[config.mk]
export PLATFORM = sky130hd
export DESIGN_NAME = iterative_divider_64_32
export DESIGN_NICKNAME = d
export VERILOG_FILES = /design/src/rtl/iterative_divider_64_32.sv
export SDC_FILE = /design/constraint.sdc
export NUM_CORES = 1
export LEC_CHECK = 0
export CAP_MARGIN = 20
export CORE_MARGIN = 5
export CORE_UTILIZATION = 55
export DETAILED_ROUTE_END_ITERATION = 12
export PLACE_DENSITY = 0.77
export SLEW_MARGIN = 30
export SYNTH_ARGS = -nofsm -noshare
export SYNTH_HDL_FRONTEND = slang
export SYNTH_SLANG_ARGS = --single-unit
[constraint.sdc]
create_clock -name clk -period 4.5 [get_ports clk]
set_input_delay 0.675 -clock clk [delete_from_list [all_inputs] [get_ports clk]]
set_output_delay 0.675 -clock clk [all_outputs]
set_load 0.05 [all_outputs]
[src/rtl/iterative_divider_64_32.sv]
// iterative_divider_64_32: 64/32 unsigned restoring divider, one quotient bit per cycle.
module iterative_divider_64_32 (
  input  logic        clk,
  input  logic        rst,
  input  logic        start,
  input  logic [63:0] A,
  input  logic [31:0] B,
  output logic [31:0] Q,
  output logic [31:0] R,
  output logic        busy,
  output logic        done,
  output logic        dbz,
  output logic        ovf
);
  typedef enum logic [1:0] {IDLE = 2'd0, RUN = 2'd1, DONE = 2'd2} state_t;
  state_t      state_q, state_d;
  logic [31:0] b_q, b_d, rem_q, rem_d, lo_q, lo_d, quo_q, quo_d, q_q, q_d, r_q, r_d;
  logic [5:0]  cnt_q, cnt_d;
  logic        done_q, done_d, dbz_q, dbz_d, ovf_q, ovf_d;
  logic [32:0] trial, diff;
  logic [31:0] rem_nx, quo_nx;
  logic        borrow;
  always_comb begin
    trial  = {rem_q, lo_q[31]};
    diff   = trial - {1'b0, b_q};
    borrow = diff[32];
    rem_nx = borrow ? trial[31:0] : diff[31:0];
    quo_nx = {quo_q[30:0], ~borrow};
  end
  // done lags an exceptional result by one edge so both paths see done after a full step
  always_comb begin
    state_d = state_q;
    b_d     = b_q;
    rem_d   = rem_q;
    lo_d    = lo_q;
    quo_d   = quo_q;
    q_d     = q_q;
    r_d     = r_q;
    cnt_d   = cnt_q;
    dbz_d   = dbz_q;
    ovf_d   = ovf_q;
    done_d  = state_q == DONE;
    case (state_q)
      IDLE, DONE: if (start) begin
        b_d    = B;
        lo_d   = A[31:0];
        rem_d  = A[63:32];
        quo_d  = '0;
        cnt_d  = '0;
        done_d = 1'b0;
        dbz_d  = B == '0;
        ovf_d  = B != '0 && A[63:32] >= B;
        q_d    = (B == '0 || A[63:32] >= B) ? '1 : q_q;
        r_d    = B == '0 ? A[31:0] : A[63:32] >= B ? '0 : r_q;
        state_d = (B == '0 || A[63:32] >= B) ? DONE : RUN;
      end
      RUN: begin
        rem_d = rem_nx;
        quo_d = quo_nx;
        lo_d  = {lo_q[30:0], 1'b0};
        cnt_d = cnt_q + 6'd1;
        if (cnt_q == 6'd31) begin
          state_d = DONE;
          q_d     = quo_nx;
          r_d     = rem_nx;
          done_d  = 1'b1;
        end
      end
      default: state_d = IDLE;
    endcase
  end
  always_ff @(posedge clk) begin
    if (rst) begin
      state_q <= IDLE;
      b_q     <= '0;
      rem_q   <= '0;
      lo_q    <= '0;
      quo_q   <= '0;
      q_q     <= '0;
      r_q     <= '0;
      cnt_q   <= '0;
      done_q  <= 1'b0;
      dbz_q   <= 1'b0;
      ovf_q   <= 1'b0;
    end else begin
      state_q <= state_d;
      b_q     <= b_d;
      rem_q   <= rem_d;
      lo_q    <= lo_d;
      quo_q   <= quo_d;
      q_q     <= q_d;
      r_q     <= r_d;
      cnt_q   <= cnt_d;
      done_q  <= done_d;
      dbz_q   <= dbz_d;
      ovf_q   <= ovf_d;
    end
  end
  assign Q    = q_q;
  assign R    = r_q;
  assign busy = state_q == RUN;
  assign done = done_q;
  assign dbz  = dbz_q;
  assign ovf  = ovf_q;
endmodule

Word-level counts from Yosys, hierarchy flattened --
Index checks and enable logic that the tools add are counted.
Operators by class: mux-type cells 25, add/sub/neg operators 2, bitwise logic cells 1, magnitude comparators 1, reduce and logical (&&, ||, !) cells 12, equal/unequal tests 7
Operators with widths (count):
- two-way mux 32 bit | 10
- one-hot mux 32 bit (2 select lines) | 4
- one-hot mux 31 bit (2 select lines) | 1
- subtractor 33 x 32 -> 33 bit | 1
- >= comparator 32 bit | 1
- zero test 32 bit | 1
- nonzero test 32 bit | 1
- two-way mux 31 bit | 1
- one-hot mux 6 bit (2 select lines) | 1
- AND reduction 4 bit | 2
- adder 6 x 1 -> 6 bit (second input constant) | 1
- equality test 6 x 5 -> 1 bit (second input constant) | 1
- two-way mux 2 bit | 3
- two-way mux 6 bit | 1
- AND reduction 2 bit | 3
- inequality test 2 bit (second input constant) | 2
- one-hot mux 2 bit (2 select lines) | 1
- inequality test 3 bit (second input constant) | 1
- equality test 2 x 1 -> 1 bit (second input constant) | 1
- equality test 2 bit (second input constant) | 1
- zero test 2 bit | 1
- two-way mux 1 bit | 2
- inequality test 2 x 1 -> 1 bit (second input constant) | 1
- one-hot mux 1 bit (2 select lines) | 1
- other kinds (5) | 5
Word-level totals: input bits 99, register bits 202

Logic depth before layout (Yosys ltp) --
word-level depth 5, depth in mapped cells 14, depth with buffers taken out 13

Least setup slack after synthesis --
Ideal clock, no wire load.
kind reg2reg, from reg b_q[19], to reg r_q[17], in the netlist R[17], data required time 4361 ps, stages on the path, launching flop included 15, path slack 1334 ps, library setup time 139 ps, clock period less this slack 3166 ps, arrival time 3027 ps, cell sequence dfxtp_1 inv_1 ha_1 buf_6 a21oi_2 o21ai_1 o41a_1 a2111o_1 o21ai_2 a31oi_4 xor2_4 buf_6 mux2_4 a22oi_1 a211oi_1
Between the ends: word-level cells in the longest chain between the ends 4
RTL lines:
- from (decl) | line 17 | logic [31:0] b_q, b_d, rem_q, rem_d, lo_q, lo_d, quo_q, quo_d, q_q, q_d, r_q, r_d;
- from (signal assigned) | line 75 | b_q <= '0;
- from (signal assigned) | line 87 | b_q <= b_d;
- subtractor 33 x 32 -> 33 bit | line 25 | diff = trial - {1'b0, b_q};
- two-way mux 32 bit | line 27 | rem_nx = borrow ? trial[31:0] : diff[31:0];
- two-way mux 32 bit | line 62 | if (cnt_q == 6'd31) begin
- one-hot mux 32 bit (2 select lines) | line 43 | case (state_q)
- to (signal assigned) | line 92 | r_q <= r_d;
- to (decl) | line 17
Every way passes these cells. The select of a mux whose other input is x is not followed. A chain may end at the register's enable or synchronous reset.

Worst setup path in the final report --
from reg lo_q[31], to reg r_q[24], in the netlist R[24]
Between the ends: word-level cells in the longest chain between the ends 4
RTL lines:
- from (decl) | line 17
- from (signal assigned) | line 89 | lo_q <= lo_d;
- subtractor 33 x 32 -> 33 bit | line 25
- two-way mux 32 bit | line 27
- two-way mux 32 bit | line 62
- one-hot mux 32 bit (2 select lines) | line 43
Every way passes these cells. The select of a mux whose other input is x is not followed.

==> out/results.txt <==
outcome: completed
RSZ-0062 raised after global routing: no
unique cell type count in the Yosys netlist: 70
vias in the first global route: 9505
largest net degree at the start of global routing: 176
worst min-delay path category: register to register
fin area: 0.0134 mm^2
Ports: 167
async set-reset flop share out of synthesis: 0%
CTS Buf Count: 23
core area: 0.0194 mm^2
Synth Instances: 1396
syn nets: 1561
Achievable Freq: 259 MHz
CTS Hold Buffers Added: 0
DR pass1 iterations: 6
Detail Placement HPWL: 21400 um
Die Y: 150 um
Clock Sinks: 202
Setup WS pre-CTS: 0.477 ns
Setup-failing EPs final: 0
Required @ worst endpoint: 4.91 ns
Pwr per Cell Area: 474 mW/mm^2
GPL Wtd Cong: 0.913
CTS max path bufs: 3
number of max-cap violations: 0
drt wl/cell: 17.0 um
Fin. Hold Viols: 0
first-pass GRT wire length: 48500 um
CP arrival: 4.28 ns
Max VDD drop: 0.276 mV
H-tree depth reported by CTS: 1
Layout Nets: 1671
Starting Density: 55.6%
setup bufs post-CTS: 0
commonest cells after routing, fill and taps aside: 282 x nand2_1, 202 x dfxtp_1, 165 x clkdlybuf4s50_1
layout cells sized above 1: 6.24%
gr ovfl total: 0
synthesized cell area: 0.0108 mm^2
root buffer cell: clkbuf_16
CTS tree: done
Slew Viols, Final: 0
Rows: 51
Worst Path Max Fanout: 30
Post-synth EDFFs: 0
initial antenna violation count: 0
most common cell after layout, fill and taps aside: nand2_1
Routed WL: 30400 um
Clock Latency Late Sink: 0.51 ns
Setup Skew: 0.0197 ns
leakage power: 0.00536 uW
clock-pin slew on the worst setup and hold paths: 0.06 ns
drt drc: 0
critical path launch point type: register
post-CTS resize count: 0
Chip Width: 150 um
fill count: 1706
post-route minimum period: 3.87 ns
predominant post-synthesis flop cell: dfxtp_1
dpl cell area: 0.0126 mm^2
die area: 0.0225 mm^2
fin worst setup slack: 0.633 ns
post-route ant nets: 0
CP Class: register to register
DR iter-0 viols: 860
worst rel slew slack: 44.8%
final period utilization: 85.9%
Via density: 5.75
Port-buffer cells: 166
setup tns final: 0 ns
Yosys warnings: 0
vias: 10300
#FFs+latches synth: 202
GRT Total Usage: 26.2%
antenna fix cells: 0
slew at the pin with the worst max-slew slack: 0.826 ns
Seq/Total Area, Yosys: 37.5%
P&R area growth vs syn: 24.0%
crit end category: register
syn avg cell area: 7.73 um^2
==> Yosys cell counts (9+ instances only) <==
| master | n | area share [%] |
|---|---|---|
| nor4_1 | 9 | 0.52 |
| a311oi_1 | 26 | 2.1 |
| nand3_1 | 9 | 0.42 |
| nor2_1 | 154 | 5.4 |
| o21ai_1 | 9 | 0.42 |
| a211oi_1 | 21 | 1.5 |
| xnor2_1 | 18 | 1.5 |
| mux2_4 | 11 | 1.5 |
| a22oi_1 | 50 | 3.5 |
| dfxtp_1 | 202 | 37 |
| a31oi_1 | 9 | 0.52 |
| a21o_1 | 25 | 1.7 |
| buf_1 | 15 | 0.52 |
| o21ai_0 | 18 | 0.83 |
| nor3_1 | 37 | 1.7 |
| nand2b_1 | 10 | 0.58 |
| buf_2 | 9 | 0.42 |
| a21oi_1 | 146 | 6.8 |
| nand2_1 | 282 | 9.8 |
| ha_1 | 65 | 7.5 |
| nand4_1 | 11 | 0.64 |
| inv_1 | 75 | 2.6 |
| clkbuf_1 | 68 | 2.4 |
==> report_power, final <==
part | internal [uW] | switching, uW | leakage (uW)
Clock | 1230 | 757 | 0.000397
Sequential | 1940 | 101 | 0.00166
Combinational | 931 | 1380 | 0.00331
==> area by class of cell <==
class | count | area (um^2) | area share, %
Multi-Input combinational cell | 1023 | 6100 | 45.6
Clock buffer | 27 | 631 | 4.71
Tap cell | 265 | 332 | 2.48
Clock inverter | 14 | 185 | 1.38
Inverter | 76 | 285 | 2.13
Sequential cell | 202 | 4040 | 30.2
Timing Repair Buffer | 180 | 1800 | 13.5
==> state kept, by name, indices dropped and copies added (netlist names), 2 cells and up <==
signal,count
cnt_q,6
quo_q,31
rem_q,32
R,32
lo_q,32
b_q,32
state_q,2
Q,32
==> layer usage <==
metal	GRT usage, %	vias up	wire length, um
met1	37.5	4791	13700
met3	3.52	53	2270
li1	-	5050	-
met5	0	-	0
met2	42.3	377	13700
met4	5.99	0	663
==> path summary, 6_finish.rpt <==
| path | startpoint | endpoint | slack, ns | cells past startpoint |
|---|---|---|---|---|
| max | lo_q[31] | R[24] | 0.63 | 14 |
| min | b_q[18] | b_q[18] | 0.45 | 2 |
| max reg2reg | lo_q[31] | R[24] | 0.63 | 14 |
| min reg2reg | b_q[18] | b_q[18] | 0.45 | 2 |
==> logic make-up after synthesis <==
kind of cell | synth area share [%]
adders and majority gates | 7.72
AOI/OAI and AO/OA | 22.4
xor gates and xnor gates | 2.52
buffers and inverters | 6.26
DFF | 37.5
muxes | 2.81
and+or+nand+nor | 20.9
==> metrics by stage <==
stage	util (%)	total power, uW	hold slack (ns)	cells
finish	69.0	6340	0.454	1787
detailed placement	64.8	4350	0.447	1746
global placement	64.8	4320	0.442	1746
global route	69.0	6650	0.476	1787
floorplan	-	3700	0.436	1396
CTS	69.0	6340	0.456	1787
==> worst max-delay path, stage by stage (launching register included) <==
cell      delay, ns
dfxtp_1        0.35
inv_1          0.05
ha_1           0.21
fa_1           0.41
nand2b_1       0.19
a21oi_1        0.23
o21ai_1        0.18
a31oi_2        0.32
o21ai_2        0.12
a31oi_4        0.24
xor2_4         0.34
buf_12         0.28
mux2i_1        0.44
a22oi_1        0.15
a211oi_2       0.24
(Power assumes the default switching activity.)
